## src/rtl/accum_readout_pkg.sv

```systemverilog
// Shared FSM states, channel IDs and frame-length helper for the readout scheduler.
// READOUT_PARITY_EN adds one trailing even-parity bit to every frame.
package accum_readout_pkg;

  typedef enum logic [1:0] {
    ST_IDLE  = 2'd0,
    ST_SHIFT = 2'd1,
    ST_GAP   = 2'd2
  } state_t;

  localparam logic CH_SA  = 1'b0;
  localparam logic CH_CML = 1'b1;

`ifdef READOUT_PARITY_EN
  localparam int PARITY_BITS = 1;
`else
  localparam int PARITY_BITS = 0;
`endif

  // One header bit, the word, then the optional parity bit.
  function automatic int frame_len(input int acc_width);
    return acc_width + 1 + PARITY_BITS;
  endfunction

endpackage

```

## src/rtl/readout_shifter.sv

```systemverilog
// Loadable MSB-first shift register with a bit counter and a last-bit flag.
module readout_shifter #(
  parameter int WIDTH = 17,
  parameter int CW    = 5
) (
  input  logic             i_clk,
  input  logic             i_reset,
  input  logic             i_load,
  input  logic [WIDTH-1:0] i_data,
  input  logic             i_shift,
  output logic             o_bit,
  output logic [CW-1:0]    o_count,
  output logic             o_done
);

  logic [WIDTH-1:0] r_data;
  logic [CW-1:0]    r_count;

  always_ff @(posedge i_clk) begin
    if (i_reset) begin
      r_data  <= '0;
      r_count <= '0;
    end else if (i_load) begin
      r_data  <= i_data;
      r_count <= '0;
    end else if (i_shift) begin
      r_data  <= {r_data[WIDTH-2:0], 1'b0};
      r_count <= r_count + CW'(1);
    end
  end

  assign o_bit   = r_data[WIDTH-1];
  assign o_count = r_count;
  assign o_done  = (r_count == CW'(WIDTH - 1));

endmodule

```

## src/rtl/accum_readout_scheduler.sv

```systemverilog
// Round-robin arbiter + framing FSM sharing one serial pad between SA and CML words.
// Define READOUT_PARITY_EN to append an even-parity bit to each frame.
module accum_readout_scheduler
  import accum_readout_pkg::*;
#(
  parameter int ACC_WIDTH  = 16,
  parameter int GAP_CYCLES = 1
) (
  input  logic                 i_clk,
  input  logic                 i_reset,
  input  logic                 i_enable,
  input  logic [ACC_WIDTH-1:0] i_sa_word,
  input  logic                 i_sa_valid,
  output logic                 o_sa_ack,
  input  logic [ACC_WIDTH-1:0] i_cml_word,
  input  logic                 i_cml_valid,
  output logic                 o_cml_ack,
  output logic                 o_serial_start,
  output logic                 o_serial_out,
  output logic                 o_busy
);

  localparam int FRAME_LEN = frame_len(ACC_WIDTH);
  localparam int CW        = $clog2(FRAME_LEN + 1);
  localparam int GW        = (GAP_CYCLES > 1) ? $clog2(GAP_CYCLES) : 1;
  localparam int GAP_LAST  = (GAP_CYCLES > 0) ? GAP_CYCLES - 1 : 0;

  state_t                 r_state;
  state_t                 w_next;
  logic                   r_rr_last;
  logic [GW-1:0]          r_gap_cnt;
  logic                   r_sa_ack;
  logic                   r_cml_ack;
  logic                   r_serial_start;
  logic                   r_serial_out;
  logic                   r_busy;
  logic                   w_load;
  logic                   w_shift;
  logic                   w_grant_id;
  logic [ACC_WIDTH-1:0]   w_word;
  logic [FRAME_LEN-1:0]   w_frame;
  logic                   w_bit;
  logic [CW-1:0]          w_count;
  logic                   w_done;

  // Ties go to whichever channel was not served last.
  assign w_grant_id = (i_sa_valid && i_cml_valid) ? ~r_rr_last
                    : (i_sa_valid ? CH_SA : CH_CML);
  assign w_word     = (w_grant_id == CH_CML) ? i_cml_word : i_sa_word;

`ifdef READOUT_PARITY_EN
  assign w_frame = {w_grant_id, w_word, ^{w_grant_id, w_word}};
`else
  assign w_frame = {w_grant_id, w_word};
`endif

  readout_shifter #(
    .WIDTH (FRAME_LEN),
    .CW    (CW)
  ) u_shifter (
    .i_clk   (i_clk),
    .i_reset (i_reset),
    .i_load  (w_load),
    .i_data  (w_frame),
    .i_shift (w_shift),
    .o_bit   (w_bit),
    .o_count (w_count),
    .o_done  (w_done)
  );

  always_comb begin
    w_next  = r_state;
    w_load  = 1'b0;
    w_shift = 1'b0;
    case (r_state)
      ST_IDLE: begin
        if (i_enable && (i_sa_valid || i_cml_valid)) begin
          w_load = 1'b1;
          w_next = ST_SHIFT;
        end
      end
      ST_SHIFT: begin
        w_shift = 1'b1;
        if (w_done) begin
          w_next = (GAP_CYCLES > 0) ? ST_GAP : ST_IDLE;
        end
      end
      ST_GAP: begin
        if (r_gap_cnt == GW'(GAP_LAST)) begin
          w_next = ST_IDLE;
        end
      end
      default: w_next = ST_IDLE;
    endcase
  end

  // Busy covers the ack cycle through the last gap cycle seen on the pad.
  always_ff @(posedge i_clk) begin
    if (i_reset) begin
      r_state        <= ST_IDLE;
      r_rr_last      <= CH_CML;
      r_gap_cnt      <= '0;
      r_sa_ack       <= 1'b0;
      r_cml_ack      <= 1'b0;
      r_serial_start <= 1'b0;
      r_serial_out   <= 1'b0;
      r_busy         <= 1'b0;
    end else begin
      r_state        <= w_next;
      r_sa_ack       <= w_load && (w_grant_id == CH_SA);
      r_cml_ack      <= w_load && (w_grant_id == CH_CML);
      r_serial_start <= w_shift && (w_count == '0);
      r_serial_out   <= w_shift && w_bit;
      r_busy         <= (w_next != ST_IDLE) || (r_state != ST_IDLE);
      if (w_load) begin
        r_rr_last <= w_grant_id;
      end
      if (r_state == ST_GAP) begin
        r_gap_cnt <= r_gap_cnt + GW'(1);
      end else begin
        r_gap_cnt <= '0;
      end
    end
  end

  assign o_sa_ack       = r_sa_ack;
  assign o_cml_ack      = r_cml_ack;
  assign o_serial_start = r_serial_start;
  assign o_serial_out   = r_serial_out;
  assign o_busy         = r_busy;

endmodule

```

## config.mk

```make
export PLATFORM = sky130hd
export DESIGN_NAME = accum_readout_scheduler
export DESIGN_NICKNAME = d
export VERILOG_FILES = /design/src/rtl/accum_readout_pkg.sv /design/src/rtl/readout_shifter.sv /design/src/rtl/accum_readout_scheduler.sv
export SDC_FILE = /design/constraint.sdc
export NUM_CORES = 1
export LEC_CHECK = 0
export CORE_UTILIZATION = 25
export CTS_CLUSTER_DIAMETER = 150
export DETAILED_ROUTE_END_ITERATION = 8
export GPL_TIMING_DRIVEN = 0
export PLACE_DENSITY = 0.51
export SYNTH_ARGS = -nofsm -noshare
export SYNTH_HDL_FRONTEND = slang
export SYNTH_SLANG_ARGS = --single-unit
```

## constraint.sdc

```tcl
create_clock -name i_clk -period 1.7 [get_ports i_clk]
set_clock_uncertainty 0.05 [all_clocks]
set_input_delay 0.51 -clock i_clk [delete_from_list [all_inputs] [get_ports i_clk]]
set_output_delay 0.51 -clock i_clk [all_outputs]
set_load 0.03 [all_outputs]
```

---- Yosys cells after proc, flatten, opt, wreduce, memory -nomap -nowiden ----
Cells that the tools add are included.
storage, ports and cells
  output and inout port bits .............. 5
  bits of input ports ..................... 37
  flip-flop bits (word level) ............. 31
operators by class
  equal/unequal tests ..................... 3
  multiplexer cells ....................... 12
  bitwise logic cells ..................... 3
  reduce and logical (&&, ||, !) cells .... 15
  add/sub/neg operators ................... 2
operators with widths
  kind                   count
  $mux W17               2
  $mux W16               1
  $logic_and A1 B1 Y1    6
  $mux W2                3
  $pmux W2 S3            1
  $reduce_bool A2 Y1     3
  $add A5 B1 Y5 const B  1
  $eq A5 B5 Y1 const B   1
  $logic_not A5 Y1       1
  $mux W1                5
  $reduce_or A2 Y1       2
  $not A1 Y1             3
  $eq A2 B1 Y1 const B   1
  $eq A2 B2 Y1 const B   1
  $logic_not A2 Y1       1
  $logic_or A1 B1 Y1     2
  $add A1 B1 Y1 const B  1

---- Depth between registers and ports, before layout ----
Gate-level depths: netlist of run 1.
  depth after elaboration ................. 6
  gate-level depth with buffers ........... 6
  gate-level depth less buffers ........... 5

---- By module ----
A second synthesis of run 1 with hierarchy kept.
second synthesis, totals
  cell total of the unflattened synthesis .. 152
  area total of the unflattened synthesis .. 1,602.8 um^2
modules (own cells, without submodules)
  module                   cells each  instances  area each (um^2)  sequential area each (um^2)
  readout_shifter          103         1          1,079.8           440.4
  accum_readout_scheduler  49          1          523.0             180.2

---- Worst setup path before layout of run 1 ----
Ideal clock, no wire load.
  path kind ............................... input -> register
  start point ............................. in i_enable
  end point ............................... reg u_shifter.r_data[10]
  stages on the path ...................... 6
  path buffers ............................ 2
  arrival time ............................ 1,345 ps
  slack ................................... 165 ps
  setup time .............................. 140 ps
  data required time ...................... 1,510 ps
  path through ............................ nor3b_2 -> and3_1 -> buf_6 -> buf_12 -> a22oi_2 -> a211oi_2
on the way
  cells in the longest elaborated chain, start to end .. 4
RTL lines
  item                                                   line                           text
  start: declaration                                     accum_readout_scheduler.sv:11  input logic i_enable,
  $logic_and A1 B1 Y1 (*)                                accum_readout_scheduler.sv:77  if (i_enable && (i_sa_valid || i_cml_valid)) begin
  $mux W1 (*)                                            accum_readout_scheduler.sv:77
  $mux W1 (*)                                            accum_readout_scheduler.sv:75  case (r_state)
  $mux W17 / $reduce_bool A2 Y1 (equally long branches)  n/a
  end signal: assignment                                 readout_shifter.sv:24          r_data <= i_data;
  end signal: assignment                                 readout_shifter.sv:27          r_data <= {r_data[WIDTH-2:0], 1'b0};
  end: declaration                                       readout_shifter.sv:16          logic [WIDTH-1:0] r_data;
Every way passes the cells marked *; elsewhere a longest branch is shown, timed or not.
A chain may end at the register's enable or synchronous reset.

---- Final worst setup path of run 1 ----
  start point ............................. in i_enable
  end point ............................... reg r_rr_last
on the way
  cells in the longest elaborated chain, start to end .. 3
RTL lines
  item                    line                            text
  $logic_and A1 B1 Y1     accum_readout_scheduler.sv:77
  $mux W1                 accum_readout_scheduler.sv:77
  $mux W1                 accum_readout_scheduler.sv:75
  end signal: assignment  accum_readout_scheduler.sv:116  r_rr_last <= w_grant_id;
  end: declaration        accum_readout_scheduler.sv:30   logic r_rr_last;
No other way between the ends.

==> results of run 1 <==
metal layers:
| metal | track usage (%) | vias to the layer above | wire, um |
|---|---|---|---|
| li1 | - | 667 | - |
| met1 | 15.0 | 607 | 1640 |
| met2 | 19.3 | 33 | 1530 |
| met3 | 3.77 | 4 | 199 |
| met4 | 4.91 | 0 | 43 |
| met5 | 0 | - | 0 |
power breakdown:
group	leakage [nW]	switching, mW	internal (mW)
combinational	0.481	0.181	0.204
clock	0.0422	0.254	0.286
sequential	0.255	0.0293	0.783
flip-flops by register name, summed over array words and instances, names as in the netlist:
register           cells
u_shifter.r_data      17
r_gap_cnt              1
o_cml_ack              1
o_serial_out           1
o_busy                 1
o_serial_start         1
r_state                2
u_shifter.o_count      5
r_rr_last              1
o_sa_ack               1
area by class of cell:
cell class	instances	area, um2	area share (%)
multi-input combinational	109	788	37.0
buffer	12	114	5.34
timing repair buffer	45	428	20.1
clock inverter	1	5.00	0.235
tap	72	90.1	4.22
inverter	3	11.3	0.528
sequential	31	621	29.1
clock buffer	7	76.3	3.58
placed cells by master (no fill, tap or decap), types with 2 or more instances in the layout:
cell type        count
buf_2                2
o21ai_4              2
clkbuf_8             5
a211oi_2             8
buf_12               2
nand2_1              3
xnor2_1              2
a22oi_1              7
a211oi_1             8
ha_1                 2
inv_1                3
xor2_1               2
nor3_1               5
clkdlybuf4s50_1     33
dlygate4sd2_1        8
a22oi_2              9
dfxtp_1             31
clkbuf_1             4
buf_4                3
o21ai_0             15
buf_6                4
a21oi_1              5
nand2b_1             2
nor2b_1              4
nor2_1              21
nand4_1              3
Yosys cell counts (all sizes together), types with 2 or more instances:
cell and instances:
a211oi 16, xnor2 2, nor2 21, dfxtp 31
clkbuf 3, nor3b 2, a22oi 16, xor2 2
buf 9, and3 2, o21ai 18, a21oi 5
inv 3, nand4 3, nand2 3, nor2b 4
ha 2, nor3 5, nand2b 2
what timing repair did:
item,CTS,global route
gates cloned,1,0
gates resized for setup,12,4
pin swaps,3,1
setup endpoints to repair,25,10
buffers inserted,2,1
hold buffers,0,0
how the worst max path moves through the flow:
stage | startpoint | endpoint | slack [ps] | cells after the start
after detailed placement | i_cml_valid | u_shifter.r_data[14] | -580 | 5
after global placement | i_cml_valid | u_shifter.r_data[12] | -580 | 5
after global routing | i_enable | u_shifter.r_data[8] | -7 | 7
after CTS | i_enable | r_rr_last | 20 | 7
final | i_enable | r_rr_last | 60 | 7
after floorplan | i_enable | u_shifter.r_data[10] | 160 | 6
stage by stage:
| stage | instance area, um2 | util (%) | total power [mW] | cells |
|---|---|---|---|---|
| floorplan | 1510 | - | 1.05 | 155 |
| global placement | 2010 | 35.4 | 1.20 | 268 |
| detailed placement | 2010 | 35.4 | 1.21 | 268 |
| CTS | 2120 | 37.4 | 1.76 | 279 |
| global route | 2130 | 37.6 | 1.84 | 280 |
| finish | 2130 | 37.6 | 1.74 | 280 |
cells by family after synthesis:
kind of cell / Yosys count / synth area share (%)
AO/OA/AOI/OAI: 56 / 30.5
flip-flops: 31 / 41.2
XOR/XNOR: 4 / 2.32
AND/OR/NAND/NOR: 46 / 15.5
adder cells (fa/ha/maj): 2 / 1.66
multiplexers: 1 / 0.747
buffers and inverters: 15 / 8.05
==> out/results.ini, run 1 <==
[outcome]
status = complete, no violations

[timing]
fmaxAchievable_mhz = 608
relSlewSlack_pct = 58.6
drv_slew = 0
setup_ws_ps = 55.9
final-hold-violation-count = 0
tns_ps = 0
period_share_pct = 96.7
holdWs_ps = 377
post-route-min-period_ps = 1640
tightest_slew_ps = 621
setup_viol = 0

[synthesis]
yosys-top-cells-area = dfxtp_1 41%, a22oi_2 7.5%, a211oi_2 6.6%
syn_avg_cell_area_um2 = 9.73
synthArstFlopShare_pct = 0
ys_ff_latch = 31
synth_top_area_share_pct = 41.2
yosys.area.top_type = dfxtp_1
synth_edf_count = 0
synth_cell_types = 33
ys_seq_area_share_pct = 41.2
yosysWarnings = 0
synth-main-ff-cell = dfxtp_1
netlist_instances = 155
syn_nets = 194
netlist_area_um2 = 1510

[global_route]
grt_pass1_wl_um = 5930
grt_pass1_vias = 1338
track_usage_pct = 12.1
grt_max_degree = 11
overflow = 0
grt_antenna_before_repair = 0

[critical_path]
r2r_end = u_shifter.r_data[14]
critPathRequiredTime_ps = 1820
regToRegStartpoint = r_state[0]
critPathSlowestCell = a211o_1
crit_type = in -> reg
crit_family = buffers and inverters
crit_arrival_ps = 1760
cp_num_buf_inv = 4
critPathCaptureType = flip-flop
r2r_cells = 5
r2r_slack_ps = 140
critPathMaxFanout = 8
start_kind = input pin
path_cells = dlygate4sd2_1 > nor3b_4 > and3_4 > buf_6 > buf_12 > buf_4 > a211o_1
crit_path_max_incr_delay_ps = 260

[cells_and_area]
n_antenna_cell = 0
final_nets = 246
drive_above_1_share_pct = 19.7
fillers = 598
areaGrowthSynthToFinish_pct = 41.5

[power]
p_leak_nw = 0.778
cellPowerDensity_nw_per_um2 = 815
peakVddDrop_mv = 0.253

[placement]
place_ws_ps = -583
port_buffers = 41
gp_congestion = 0.661
hpwl_um = 2490

[cts]
htree_levels = 2
clk_pin_slew_ps = 60
cts_sinks = 31
cts_tree = built
ctsLongestPathBuffers = 2
cts-root-buf = clkbuf_8
cts_made_buffers = 5
clock_latency_ps = 280

[min_path]
min_delay_worst_endpoint = r_gap_cnt
holdCritStartpoint = r_gap_cnt
hold_path.class = reg -> reg
holdPathStages = 1

[detailed_routing]
vias = 1311
post-route-drc-count = 0
postRouteAntennaNets = 0
via_per_inst = 4.68
routed_wl_um = 3410
dr.pass1.iters = 4
routedWlPerCell_um = 12.2
drt_iter0_drc = 43

[die]
die_x_um = 79.7
dieArea_um2 = 6350
rows = 27
initial_core_util_pct = 26.6
core_area_um2 = 5680
die_y_um = 79.7
io_pins = 42

[run]
cap_violations = 0

No activity file was read; power rests on OpenSTA's default activity.
==> run 2, diff against run 1 <==
--- a/config.mk
+++ b/config.mk
@@ -5,11 +5,11 @@
 export SDC_FILE = /design/constraint.sdc
 export NUM_CORES = 1
 export LEC_CHECK = 0
-export CORE_UTILIZATION = 25
+export CORE_UTILIZATION = 47
 export CTS_CLUSTER_DIAMETER = 150
 export DETAILED_ROUTE_END_ITERATION = 8
 export GPL_TIMING_DRIVEN = 0
-export PLACE_DENSITY = 0.51
+export PLACE_DENSITY = 0.83
 export SYNTH_ARGS = -nofsm -noshare
 export SYNTH_HDL_FRONTEND = slang
 export SYNTH_SLANG_ARGS = --single-unit
==> run 2 against run 1 <==
Compared with the run above: sequential power about the same; highest routed layer unchanged; hold slack gained 3.8 ps; die area shrank 46%; first-iteration DRC count grew 26%; critical path type is now reg -> out; clock-buffer cell count decreased by 1; power down 5.1%; largest power group unchanged.
==> out/results.ini, run 2 (synthesized netlist as in run 1, its figures left out) <==
[outcome]
status = complete, no violations

[cells_and_area]
largest_reg_flops = 17
fin_util_pct = 68.3
multi_input_area_um2 = 781
layout_common_cells = 33 x clkdlybuf4s50_1, 30 x dfxtp_1, 21 x nor2_1
top_register = u_shifter.r_data
fillers = 257
final_nets = 245
drive_above_1_share_pct = 20.4
mostFrequentLayoutCell = clkdlybuf4s50_1
register_area_um2 = 622
areaGrowthSynthToFinish_pct = 38.3
n_antenna_cell = 0

[global_route]
overflow = 0
grt_pass1_vias = 1359
track_usage_pct = 22.7
grt_max_degree = 11
grt_antenna_before_repair = 0
grt_pass1_wl_um = 5820

[critical_path]
critPathMaxFanout = 1
cp.depth = 1
path_cells = dlygate4sd2_1
r2r_cells = 6
crit_type = reg -> out
r2r_slack_ps = 110
regToRegStartpoint = r_state[0]
crit_path_max_incr_delay_ps = 390
cp_num_buf_inv = 1
critPathRequiredTime_ps = 1140
crit_family = buffers and inverters
r2r_end = u_shifter.r_data[15]
start_kind = flip-flop
critPathCaptureType = output port
crit_arrival_ps = 1070
critPathSlowestCell = dlygate4sd2_1

[power]
cellPowerDensity_nw_per_um2 = 791
seq_power_share_pct = 49.2
clkPwrFrac_pct = 26.9
power_mw = 1.65
power.switching_uw = 465
intPower_mw = 1.18
peakVddDrop_mv = 0.419
netSwitchingFraction_pct = 28.2
p_leak_nw = 0.776
p_comb_share_pct = 23.8

[timing]
tightest_slew_ps = 553
drv_slew = 0
tns_ps = 0
period_share_pct = 95.7
relSlewSlack_pct = 63.2
fmaxAchievable_mhz = 615
holdWs_ps = 381
final-hold-violation-count = 0
setup_viol = 0
setup_ws_ps = 73.8
post-route-min-period_ps = 1630

[min_path]
min_delay_worst_endpoint = r_gap_cnt
holdCritStartpoint = r_gap_cnt
hold_path.class = reg -> reg
holdPathStages = 1

[cts]
clock_latency_ps = 340
cts_tree = built
cts_made_buffers = 5
ctsLongestPathBuffers = 2
cts_sinks = 31
cts-root-buf = clkbuf_4
htree_levels = 2
clk_pin_slew_ps = 100

[detailed_routing]
post-route-drc-count = 0
routed_wl_um = 3510
dr.pass1.iters = 4
drt_iter0_drc = 54
vias = 1341
routedWlPerCell_um = 14.0
via_per_inst = 5.36
postRouteAntennaNets = 0

[die]
core_area_um2 = 3050
rows = 20
io_pins = 42
initial_core_util_pct = 49.4
die_y_um = 58.6
die_x_um = 58.6
dieArea_um2 = 3440

[run]
cap_violations = 0

[placement]
gp_congestion = 0.767
port_buffers = 41
hpwl_um = 2530
place_ws_ps = -522

-- run 2: worst max-delay path by stage --
stage | start | endpoint | slack [ps]
after floorplan | i_enable | u_shifter.r_data[10] | 160
after global placement | i_cml_valid | u_shifter.r_data[12] | -490
after detailed placement | i_enable | u_shifter.r_data[8] | -520
after CTS | i_enable | u_shifter.r_data[15] | 60
after global routing | r_state[0] | u_shifter.r_data[10] | -3
final | o_cml_ack | o_cml_ack | 70
-- run 2: timing repair --
action,4_1_cts,5_1_grt
buffers inserted,1,1
hold buffers,0,0
gates resized for setup,11,3
setup endpoints to repair,24,9
pin swaps,2,1
cloned,1,0
-- run 2: layout make-up --
class / count / area share [%]
repair buffers: 44 / 21.5
flip-flops and latches: 31 / 29.8
clock inverters: 1 / 0.240
clock buffers: 6 / 2.46
plain buffers: 12 / 5.34
multi-input cells: 109 / 37.5
inverters: 3 / 0.540
well taps: 44 / 2.64
-- run 2: power by group through the flow --
stage	logic, mW	registers [mW]	clock network (mW)
after floorplan	0.223	0.831	0
after global placement	0.365	0.824	0
after detailed placement	0.376	0.828	0
after CTS	0.392	0.811	0.454
after global routing	0.429	0.819	0.494
final	0.393	0.812	0.444
-- run 2: through the flow --
step	instances	area, um2
3_3_place_gp	240	1970
3_5_place_dp	240	1970
5_1_grt	250	2080
2_1_floorplan	155	1510
4_1_cts	249	2070
6_report	250	2080
-- run 2: layer usage --
layer | share of wire, % | global-route usage [%] | vias to the layer above
li1 | - | - | 667
met1 | 41 | 24.9 | 630
met2 | 50 | 40.4 | 36
met3 | 6.1 | 7.47 | 8
met4 | 2.1 | 9.18 | 0
met5 | 0 | 0 | -
==> run 3, diff against run 2 <==
--- a/config.mk
+++ b/config.mk
@@ -5,11 +5,12 @@
 export SDC_FILE = /design/constraint.sdc
 export NUM_CORES = 1
 export LEC_CHECK = 0
-export CORE_UTILIZATION = 47
+export CORE_UTILIZATION = 42
 export CTS_CLUSTER_DIAMETER = 150
 export DETAILED_ROUTE_END_ITERATION = 8
 export GPL_TIMING_DRIVEN = 0
-export PLACE_DENSITY = 0.83
+export HOLD_SLACK_MARGIN = 0.05
+export PLACE_DENSITY = 0.78
 export SYNTH_ARGS = -nofsm -noshare
 export SYNTH_HDL_FRONTEND = slang
 export SYNTH_SLANG_ARGS = --single-unit
==> constraint.sdc (replaced) <==
create_clock -name i_clk -period 1.31 [get_ports i_clk]
set_clock_uncertainty 0.05 [all_clocks]
set_input_delay 0.393 -clock i_clk [delete_from_list [all_inputs] [get_ports i_clk]]
set_output_delay 0.393 -clock i_clk [all_outputs]
set_load 0.03 [all_outputs]
==> run 3 against run 2 <==
Compared with the run above: the flow now finishes with violations (setup timing); cell count grew 5.2%; routed wire length grew 0.20%; via count up 2.5%; non-clock buffer count rose by 10; global-route usage down 2.6 points; setup slack lost 250 ps; clock power rose by 17%; sequential share of layout area fell by 1.6 points.
==> out/results.ini, run 3 (synthesized netlist as in run 1, its figures left out) <==
[outcome]
status = finished, violations left
violations = setup timing

[cells_and_area]
top_register = u_shifter.r_data
largest_reg_flops = 17
mostFrequentLayoutCell = clkdlybuf4s50_1
n_antenna_cell = 0
final_nets = 255
areaGrowthSynthToFinish_pct = 47.4
layout_common_cells = 33 x clkdlybuf4s50_1, 29 x dfxtp_1, 21 x nor2_1
drive_above_1_share_pct = 30.0
fin_util_pct = 65.6

[placement]
port_buffers = 41
gp_congestion = 0.801
place_ws_ps = -718
hpwl_um = 2330

[timing]
final-hold-violation-count = 0
period_share_pct = 113
fmaxAchievable_mhz = 674
rsz0062_at_grt = true
tightest_slew_ps = 531
setup_ws_ps = -175
post-route-min-period_ps = 1480
drv_slew = 0
setup_viol = 20
relSlewSlack_pct = 64.6

[die]
dieArea_um2 = 3830
rows = 21
die_y_um = 61.9
initial_core_util_pct = 44.5
die_x_um = 61.9
core_area_um2 = 3390
io_pins = 42

[cts]
cts_sinks = 31
clock_latency_ps = 320
ctsLongestPathBuffers = 2
cts_hold_buf = 0
cts_tree = built
cts_made_buffers = 5
clk_pin_slew_ps = 90
cts-root-buf = clkbuf_4
htree_levels = 2

[critical_path]
critPathRequiredTime_ps = 1500
crit_type = reg -> reg
critPathCaptureType = flip-flop
critPathMaxFanout = 6
path_cells = nor3b_4 > and3_4 > buf_2 > a22oi_1 > a211oi_1
cp_num_buf_inv = 1
crit_path_max_incr_delay_ps = 380
crit_family = simple AND/OR/NAND/NOR gates
crit_arrival_ps = 1670
start_kind = flip-flop
critPathSlowestCell = dfxtp_4

[detailed_routing]
via_per_inst = 5.23
vias = 1375
postRouteAntennaNets = 0
routedWlPerCell_um = 13.4
dr.pass1.iters = 4
post-route-drc-count = 0
drt_iter0_drc = 54
routed_wl_um = 3510

[power]
cellPowerDensity_nw_per_um2 = 968
peakVddDrop_mv = 0.628
p_leak_nw = 0.821

[global_route]
grt_max_degree = 11
grt_pass1_wl_um = 5550
grt_antenna_before_repair = 0
track_usage_pct = 20.1
grt_pass1_vias = 1281
overflow = 0

[run]
cap_violations = 0

[min_path]
hold_path.class = reg -> reg

-- run 3: through the flow --
stage	total power, mW	instance area (um2)	setup TNS (ps)	hold slack (ps)	cells
after floorplan	1.37	1520	-705	352	155
after global placement	1.55	1990	-16740	359	242
after detailed placement	1.57	1990	-17930	376	242
after CTS	2.12	2110	-2480	389	258
after global routing	2.27	2220	-4080	405	263
final	2.15	2220	-2410	392	263
-- run 3: path summary, 6_finish.rpt --
path	cells after the start	end	startpoint	slack, ps
worst max-delay path	5	u_shifter.r_data[1]	r_state[0]	-170
worst min-delay path	1	r_gap_cnt	r_gap_cnt	390
worst max register to register	5	u_shifter.r_data[1]	r_state[0]	-170
worst min register to register	1	r_gap_cnt	r_gap_cnt	390
-- run 3: timing repair --
| item | in CTS | in global routing |
|---|---|---|
| buffers inserted | 6 | 4 |
| pin swaps | 9 | 6 |
| cloned | 2 | 1 |
| endpoints found under the setup margin | 35 | 33 |
| gates resized for setup | 46 | 19 |
-- run 3: metal layers --
layer / share of wire, % / track usage (%) / wire (um) / vias to the layer above
li1: - / - / - / 688
met1: 43 / 22.7 / 1520 / 645
met2: 51 / 36.1 / 1780 / 38
met3: 4.5 / 6.00 / 158 / 4
met4: 1.4 / 6.67 / 49 / 0
met5: 0 / 0 / 0 / -
-- run 3: final cells by class --
class | count | area [um2]
timing repair buffer | 54 | 518
multi-input combinational | 109 | 825
buffer | 12 | 133
inverter | 3 | 11.3
fill | 260 | 1170
sequential | 31 | 628
clock inverter | 1 | 5.00
clock buffer | 7 | 45.0
tap | 46 | 57.6
-- run 3: where the power goes --
group	total (mW)	switching, mW	leakage (nW)	internal (mW)
clock	0.521	0.312	0.0293	0.209
sequential	1.05	0.0403	0.256	1.01
combinational	0.577	0.262	0.536	0.314
total	2.15	0.615	0.821	1.54
-- run 3: worst register-to-register path, stage by stage (launching register included) --
cell	delay [ps]
dfxtp_4	380
nor3b_4	230
and3_4	240
buf_2	170
a22oi_1	100
a211oi_1	240
